**src/rtl/shift_reg_pkg.sv**
```systemverilog
// Shared definitions for the serial shift-register datapath: FSM encodings and frame sizing.
package shift_reg_pkg;

  typedef enum logic {
    ST_IDLE  = 1'b0,
    ST_SHIFT = 1'b1
  } state_e;

  // Bits per frame on the wire: data bits plus an optional trailing parity bit.
  function automatic int frame_len(input int width, input bit parity_en);
    return parity_en ? width + 1 : width;
  endfunction

endpackage

```
**src/rtl/piso_bit_counter.sv**
```systemverilog
// Frame bit counter: synchronous clear, enable, terminal-count flag at FRAME_LEN-1.
module piso_bit_counter #(
  parameter int FRAME_LEN = 8,
  parameter int CNT_W     = 4
) (
  input  logic             clk,
  input  logic             reset_n,
  input  logic             clr,
  input  logic             en,
  output logic [CNT_W-1:0] cnt,
  output logic             tc
);

  logic [CNT_W-1:0] cnt_q;
  logic [CNT_W-1:0] cnt_d;

  assign tc  = (cnt_q == CNT_W'(FRAME_LEN - 1));
  assign cnt = cnt_q;

  // Holds at terminal count so the counter can never wrap mid-frame.
  always_comb begin
    cnt_d = cnt_q;
    if (clr) begin
      cnt_d = '0;
    end else if (en && !tc) begin
      cnt_d = cnt_q + CNT_W'(1);
    end
  end

  always_ff @(posedge clk or negedge reset_n) begin
    if (!reset_n) begin
      cnt_q <= '0;
    end else begin
      cnt_q <= cnt_d;
    end
  end

endmodule

```
**src/rtl/shift_reg_piso_tx.sv**
```systemverilog
// Parallel-in serial-out transmitter with valid/ready load and back-to-back frames.
// Optional even-parity trailer bit enabled by defining PISO_PARITY_EN.
module shift_reg_piso_tx
  import shift_reg_pkg::*;
#(
  parameter int WIDTH     = 8,
  parameter bit MSB_FIRST = 1'b1
) (
  input  logic             clk,
  input  logic             reset_n,
  input  logic             load_valid,
  input  logic [WIDTH-1:0] load_data,
  output logic             load_ready,
  output logic             sdo,
  output logic             sdo_valid,
  output logic             busy,
  output logic             done
);

`ifdef PISO_PARITY_EN
  localparam bit PARITY_EN = 1'b1;
`else
  localparam bit PARITY_EN = 1'b0;
`endif
  localparam int FRAME_LEN = frame_len(WIDTH, PARITY_EN);
  localparam int CNT_W     = $clog2(WIDTH + 1);

  function automatic logic lead_bit(input logic [WIDTH-1:0] w);
    return MSB_FIRST ? w[WIDTH-1] : w[0];
  endfunction

  function automatic logic [WIDTH-1:0] shift_word(input logic [WIDTH-1:0] w);
    return MSB_FIRST ? {w[WIDTH-2:0], 1'b0} : {1'b0, w[WIDTH-1:1]};
  endfunction

  state_e           state_q, state_d;
  logic [WIDTH-1:0] sreg_q, sreg_d;
  logic             sdo_q, sdo_d;
  logic             sdo_valid_q, sdo_valid_d;
  logic             cnt_clr, cnt_en, tc;
  logic [CNT_W-1:0] bit_cnt;
  logic             accept;
  logic             parity_bit;

  piso_bit_counter #(
    .FRAME_LEN(FRAME_LEN),
    .CNT_W    (CNT_W)
  ) u_bit_counter (
    .clk    (clk),
    .reset_n(reset_n),
    .clr    (cnt_clr),
    .en     (cnt_en),
    .cnt    (bit_cnt),
    .tc     (tc)
  );

  assign busy       = (state_q == ST_SHIFT);
  assign done       = busy && tc;
  assign load_ready = !busy || tc;
  assign accept     = load_valid && load_ready;
  assign sdo        = sdo_q;
  assign sdo_valid  = sdo_valid_q;

`ifdef PISO_PARITY_EN
  logic parity_q, parity_d;

  always_comb begin
    parity_d = parity_q;
    if (accept) begin
      parity_d = ^load_data;
    end
  end

  always_ff @(posedge clk or negedge reset_n) begin
    if (!reset_n) begin
      parity_q <= 1'b0;
    end else begin
      parity_q <= parity_d;
    end
  end

  assign parity_bit = parity_q;
`else
  assign parity_bit = 1'b0;
`endif

  // The first bit is registered on the accept edge itself, so sreg keeps only the bits still to send.
  always_comb begin
    state_d     = state_q;
    sreg_d      = sreg_q;
    sdo_d       = sdo_q;
    sdo_valid_d = sdo_valid_q;
    cnt_clr     = 1'b0;
    cnt_en      = 1'b0;
    if (accept) begin
      state_d     = ST_SHIFT;
      sreg_d      = shift_word(load_data);
      sdo_d       = lead_bit(load_data);
      sdo_valid_d = 1'b1;
      cnt_clr     = 1'b1;
    end else if (state_q == ST_SHIFT) begin
      if (tc) begin
        state_d     = ST_IDLE;
        sdo_d       = 1'b0;
        sdo_valid_d = 1'b0;
        cnt_clr     = 1'b1;
      end else begin
        cnt_en = 1'b1;
        sreg_d = shift_word(sreg_q);
        // Only reachable with parity: the last data bit is on the wire, the trailer comes next.
        if (bit_cnt == CNT_W'(WIDTH - 1)) begin
          sdo_d = parity_bit;
        end else begin
          sdo_d = lead_bit(sreg_q);
        end
      end
    end
  end

  always_ff @(posedge clk or negedge reset_n) begin
    if (!reset_n) begin
      state_q     <= ST_IDLE;
      sreg_q      <= '0;
      sdo_q       <= 1'b0;
      sdo_valid_q <= 1'b0;
    end else begin
      state_q     <= state_d;
      sreg_q      <= sreg_d;
      sdo_q       <= sdo_d;
      sdo_valid_q <= sdo_valid_d;
    end
  end

endmodule

```
**config.mk**
```make
export PLATFORM = sky130hd
export DESIGN_NAME = shift_reg_piso_tx
export DESIGN_NICKNAME = d
export VERILOG_FILES = /design/src/rtl/shift_reg_pkg.sv /design/src/rtl/piso_bit_counter.sv /design/src/rtl/shift_reg_piso_tx.sv
export SDC_FILE = /design/constraint.sdc
export NUM_CORES = 1
export LEC_CHECK = 0
export CAP_MARGIN = 20
export CELL_PAD_IN_SITES_DETAIL_PLACEMENT = 0
export CELL_PAD_IN_SITES_GLOBAL_PLACEMENT = 1
export CORE_MARGIN = 3
export CORE_UTILIZATION = 41
export CTS_BUF_LIST = sky130_fd_sc_hd__clkbuf_4 sky130_fd_sc_hd__clkbuf_8
export DETAILED_ROUTE_END_ITERATION = 6
export PLACE_DENSITY_LB_ADDON = 0.3
export SYNTH_ARGS = -nofsm -noshare
export SYNTH_HDL_FRONTEND = slang
export SYNTH_HIERARCHICAL = 1
export SYNTH_SLANG_ARGS = --single-unit
```
**constraint.sdc**
```tcl
create_clock -name clk -period 2.7 [get_ports clk]
set_clock_uncertainty 0.1 [all_clocks]
set_input_delay 0.27 -clock clk [delete_from_list [all_inputs] [get_ports clk]]
set_output_delay 0.27 -clock clk [all_outputs]
set_load 0.02 [all_outputs]
```
==> metrics.csv, run 1 <==
stage,metric,value,unit
logic_synthesis,synth_seq_cells,14,
setup_path,reg2reg_depth,6,
logic_synthesis,synth.avg_cell_area,12.7,sq um
logic_synthesis,synth_edf_count,0,
cells_and_area,fill_cells,150,
setup_path,cp_max_fo,8,
die,die_h,48.7,um
job,drv_cap,0,
drt,vias_per_cell,4.95,
place,placedCellCount,97,
die,rows,14,
cts,cts_root_buffer,clkbuf_4,
hold_path,hp-class,input pin to async pin,
cts,cts_max_path_buffers,2,
global_route,antenna_found_initial,0,
cts,insertion_delay,280,ps
logic_synthesis,synth.top_cell.area_share,46.8,%
pwr,powerDensity,996,nW/um^2
timing,period_needed,2480,ps
timing,setup_viol,0,
cts,clkSlewWorstSetupHoldPaths,80,ps
setup_path,worstPathArrival,2110,ps
cells_and_area,fin_nets,90,
cts,holdBufCountCts,0,
cells_and_area,fin_cells,101,
place,place.gp.congestion,0.695,
cells_and_area,area_growth,27.4,%
timing,setup_ws,219,ps
pwr,irDropWorstVdd,0.477,mV
logic_synthesis,synth_area,748,sq um
cts,cts.repair.resized,0,
timing,rsz0062_at_grt,false,
global_route,grt_max_degree,15,
logic_synthesis,netlist_top_cells_area,"dfrtp_1 47%, mux2_2 12%, mux2_4 12%",
outcome,status,"complete, no violations",
die,die_w,48.7,um
place,hpwl,884,um
global_route,first_global_vias,459,
cells_and_area,antenna_cells,0,
die,io_pins,16,
logic_synthesis,syn_inst,59,
drt,routedWlPerCell,12.1,um
logic_synthesis,syn_nets,71,
cells_and_area,design_area,953,sq um
cts,cts_buffers,3,
logic_synthesis,async_flop_share,100,%
die,core_area,1610,sq um
cts,htreeDepth,1,
logic_synthesis,yosys-top-cells-count,"14 x dfrtp_1, 8 x mux2_2, 6 x mux2_4",
pwr,p_leak,0.000435,uW
place,io_buffer_count,15,
timing,min_period_over_period,91.9,%
setup_path,r2r_setup_slack,550,ps
logic_synthesis,synth_ff_type,dfrtp_1,
timing,fmaxAchievable,0.403,GHz
place,place_ws,527,ps
timing,final-hold-violation-count,0,
drt,drtIter0Drc,5,
logic_synthesis,yosysWarnings,6,
drt,num_vias,500,
place,place_area,917,sq um
setup_path,critPathKind,register to primary output,
setup_path,worstPathRequired,2330,ps
setup_path,r2r_start,u_bit_counter/cnt[0]$_DFFE_PN0P_,
cells_and_area,seq_area,350,sq um
timing,tns,0,ps
timing,slew-limit-headroom,58.3,%
cts,cts_num_sinks,14,
die,dieArea,2370,sq um
global_route,grt_pass1_wl,2060,um
drt,firstDrtPassIters,4,
timing,worst_slew_pin_slew,624,ps
cts,cts_setup_buffers,0,
drt,drcViolationCount,0,
drt,ant_nets,0,
setup_path,crit_path_start_kind,register,
global_route,gr-total-overflow,0,
global_route,grt_usage,11.6,%
cts,cts_tree,built,
drt,routed_wl,1220,um
cells_and_area,multi_input_area,375,sq um
logic_synthesis,yosysSeqAreaShare,46.8,%
logic_synthesis,synth_most_common_cell,dfrtp_1,
setup_path,critPathCaptureType,primary output,
die,start_util,46.4,%
logic_synthesis,synthDistinctLibCells,24,
logic_synthesis,synth_area_leader_cell,dfrtp_1,
timing,hold_ws,271,ps
timing,slew_violations,0,
cells_and_area,drive_above_1_share,26.0,%
setup_path,r2r-end,u_bit_counter/cnt[0]$_DFFE_PN0P_,
metal layers:
metal  vias up  track usage (%)  wire length [um]
met5         -                0                 0
met4         0             5.69                27
met3         5             6.13                92
met2        15             16.7               550
met1       228             14.0               554
li1        252                -                 -
registers in the layout (all words and copies together) (netlist names):
name,cells
sreg_q,7
u_bit_counter/cnt,4
busy,1
sdo,1
sdo_valid,1
worst max path at each step:
stage / start / end / slack (ps) / depth (start not counted)
final: u_bit_counter/cnt[0]$_DFFE_PN0P_ / load_ready / 220 / 4
after global routing: u_bit_counter/cnt[0]$_DFFE_PN0P_ / load_ready / 50 / 4
after CTS: u_bit_counter/cnt[0]$_DFFE_PN0P_ / load_ready / 190 / 4
after detailed placement: u_bit_counter/cnt[0]$_DFFE_PN0P_ / load_ready / 530 / 4
after global placement: u_bit_counter/cnt[0]$_DFFE_PN0P_ / load_ready / 560 / 4
after floorplan: u_bit_counter/cnt[0]$_DFFE_PN0P_ / u_bit_counter/cnt[0]$_DFFE_PN0P_ / 640 / 7
final cells by class:
type                       instances  area share, %
clock buffer                       4           3.81
inverter                           1          0.394
multi-input combinational         42           39.4
sequential                        14           36.7
tap                               24           3.15
timing repair buffer              16           16.5
power breakdown:
group          internal [uW]  leakage [uW]  switching (uW)
combinational            256      0.000236             188
clock                   82.1     0.0000210            67.8
sequential               295      0.000178            61.0
worst max-delay path: stages (launching register included):
cell	delay, ps
dfrtp_1	400
ha_1	190
and3b_1	310
nand2b_1	270
clkdlybuf4s50_1	650
kinds of logic (layout without fill, tap and decap cells):
logic type / after synthesis / after routing / synth area share [%]
compound gates: 4 / 4 / 3.18
fa+ha+maj: 1 / 1 / 1.67
buf+inv: 3 / 21 / 3.01
flops: 14 / 14 / 46.8
mux: 18 / 18 / 29.4
simple gates: 19 / 19 / 15.9
through the flow:
stage / utilization (%) / power [uW]
floorplan: - / 681
global placement: 56.9 / 806
detailed placement: 56.9 / 808
CTS: 59.2 / 967
global route: 59.2 / 1030
finish: 59.2 / 950
layout by cell type (no fill, tap or decap):
master           count
mux2i_1              4
nand2_1              1
and2_1               1
mux2_4               6
buf_4                1
nand3b_1             1
o221ai_1             1
clkbuf_4             3
nor2b_1              2
or3_1                1
ha_1                 1
nand2b_1             3
nand2b_2             1
dfrtp_1             14
nand4_1              1
and3b_1              1
nor3_1               1
clkbuf_8             1
mux2_2               8
nand3_1              1
inv_1                1
clkdlybuf4s50_1     15
and4_1               1
and4b_1              1
nor2_1               3
a21oi_1              3
Note: power is estimated with default switching activity, not from simulation.
==> inputs of run 2 (changes only) <==
--- a/config.mk
+++ b/config.mk
@@ -9,7 +9,7 @@
 export CELL_PAD_IN_SITES_DETAIL_PLACEMENT = 0
 export CELL_PAD_IN_SITES_GLOBAL_PLACEMENT = 1
 export CORE_MARGIN = 3
-export CORE_UTILIZATION = 41
+export CORE_UTILIZATION = 37
 export CTS_BUF_LIST = sky130_fd_sc_hd__clkbuf_4 sky130_fd_sc_hd__clkbuf_8
 export DETAILED_ROUTE_END_ITERATION = 6
 export PLACE_DENSITY_LB_ADDON = 0.3
==> constraint.sdc (replaced) <==
create_clock -name clk -period 2 [get_ports clk]
set_clock_uncertainty 0.1 [all_clocks]
set_input_delay 0.2 -clock clk [delete_from_list [all_inputs] [get_ports clk]]
set_output_delay 0.2 -clock clk [all_outputs]
set_load 0.02 [all_outputs]
==> metrics.csv, run 2 (synthesis results as in run 1) <==
stage,metric,value,unit,change
place,place.gp.congestion,0.703,,+1.2%
die,start_util,41.1,%,-5.3 points
timing,setup_viol,0,,unchanged
job,drv_cap,0,,unchanged
setup_path,critPathKind,register to primary output,,
drt,ant_nets,0,,unchanged
die,io_pins,16,,unchanged
setup_path,crit_path_start_kind,register,,
pwr,p_leak,0.000469,uW,+7.8%
drt,routedWlPerCell,13.7,um,+13%
drt,dr.max_layer_used,met4,,
timing,slew-limit-headroom,57.2,%,-1.1 points
cts,cts_max_path_buffers,2,,unchanged
die,die_w,51.0,um,+4.6%
cells_and_area,area_growth,32.1,%,
die,rows,15,,+1
cts,clkSlewWorstSetupHoldPaths,80,ps,about the same
die,core_area,1820,sq um,+13%
global_route,antenna_found_initial,0,,unchanged
cts,cts_tree,built,,
setup_path,worstPathRequired,1700,ps,-630 ps
cts,cts_buffers,3,,unchanged
pwr,powerDensity,1350,nW/um^2,+35%
setup_path,crit_family,simple AND/OR/NAND/NOR gates,,
global_route,first_global_vias,497,,+8.3%
drt,met1_length,695,um,+25%
cts,htreeDepth,1,,unchanged
drt,drtIter0Drc,0,,-5
hold_path,hp-class,input pin to async pin,,
timing,worst_slew_pin_slew,641,ps,+16.5 ps
global_route,gr-total-overflow,0,,unchanged
outcome,status,"complete, no violations",,
setup_path,worstPathArrival,1610,ps,-500 ps
cts,cts_num_sinks,14,,unchanged
die,die_h,51.0,um,+4.6%
cells_and_area,final_common_cell,dfrtp_1,,
cells_and_area,final_cell_mix,"14 x dfrtp_1, 13 x clkdlybuf4s50_1, 8 x mux2_2, 6 x mux2_4, 6 x buf_4",,
setup_path,critPathBufInv,1,,unchanged
cells_and_area,top_register,sreg_q,,
drt,firstDrtPassIters,1,,-3
cells_and_area,fin_nets,95,,+5.6%
setup_path,path_cells,ha_1 > and3b_2 > and2_1 > dlygate4sd2_1,,
setup_path,critPathCaptureType,primary output,,
cells_and_area,antenna_cells,0,,unchanged
global_route,grt_max_degree,15,,unchanged
timing,final-hold-violation-count,0,,unchanged
timing,tns,0,ps,unchanged
timing,fmaxAchievable,0.522,GHz,
setup_path,cp_max_fo,6,,-2
global_route,grt_pass1_wl,2390,um,+16%
timing,hold_ws,211,ps,-60.0 ps
drt,drcViolationCount,0,,unchanged
die,dieArea,2600,sq um,+9.4%
cts,cts_root_buffer,clkbuf_4,,
drt,wl_met2,633,um,+15%
cells_and_area,largest_register_ffs,7,,unchanged
cells_and_area,design_area,988,sq um,+3.7%
timing,slew_violations,0,,unchanged
drt,routed_wl,1450,um,+18%
drt,num_vias,510,,+2.0%
place,place_area,957,sq um,+4.4%
setup_path,cpMaxStageDelayCell,dfrtp_1,,
timing,setup_ws,85.5,ps,-133 ps
timing,rsz0062_at_grt,false,,
place,hpwl,1020,um,+16%
setup_path,max_stage_delay,380,ps,-270 ps
cts,insertion_delay,280,ps,about the same
timing,period_needed,1910,ps,
place,io_buffer_count,15,,unchanged
setup_path,cp_num_cells,4,,unchanged
setup_path,reg2reg_depth,7,,+1
cells_and_area,drive_above_1_share,35.8,%,+9.8 points
drt,vias_per_cell,4.81,,-2.8%
global_route,grt_usage,13.2,%,+1.6 points
place,place_ws,53.4,ps,-473 ps
pwr,irDropWorstVdd,0.573,mV,+20%
drt,dr_wl_met3,63,um,-32%
timing,min_period_over_period,95.7,%,
[run 2: timing repair]
action	4_1_cts	5_1_grt
hold buffers	0	0
endpoints found under the setup margin	2	3
gates resized for setup	4	3
buffers inserted	0	1
[run 2: final cells by class]
type / instances / area [sq um]
inverter: 1 / 3.75
timing repair buffer: 21 / 189
multi-input combinational: 42 / 392
tap: 25 / 31.3
fill: 166 / 832
clock buffer: 3 / 22.5
sequential: 14 / 350
[run 2: path summary, 6_finish.rpt]
kind | startpoint | to | slack [ps]
max | u_bit_counter/cnt[0]$_DFFE_PN0P_ | done | 90
min | reset_n | sdo$_DFFE_PN0P_ | 210
max reg2reg | u_bit_counter/cnt[0]$_DFFE_PN0P_ | u_bit_counter/cnt[3]$_DFFE_PN0P_ | 100
min reg2reg | sreg_q[4]$_DFFE_PN0P_ | sreg_q[5]$_DFFE_PN0P_ | 410
max in group asynchronous | reset_n | sreg_q[3]$_DFFE_PN0P_ | 1180
min in group clk | sreg_q[4]$_DFFE_PN0P_ | sreg_q[5]$_DFFE_PN0P_ | 410
[run 2: routing by layer]
| metal | vias up | track usage, % |
|---|---|---|
| met4 | 0 | 12.1 |
| met2 | 11 | 19.5 |
| met3 | 5 | 3.50 |
| met1 | 237 | 15.5 |
| li1 | 257 | - |
| met5 | - | 0 |
[run 2: where the power goes]
part	leakage (uW)	switching [uW]	total [uW]	internal (uW)
Sequential	0.000178	84.1	482	398
Clock	0.0000138	86.7	157	69.9
Combinational	0.000277	289	692	403
[run 2: stage by stage]
step	utilization (%)	std cells	power, uW
2_1_floorplan	-	59	940
3_3_place_gp	52.6	102	1160
3_5_place_dp	52.6	102	1160
4_1_cts	53.8	105	1320
5_1_grt	54.3	106	1440
6_report	54.3	106	1330
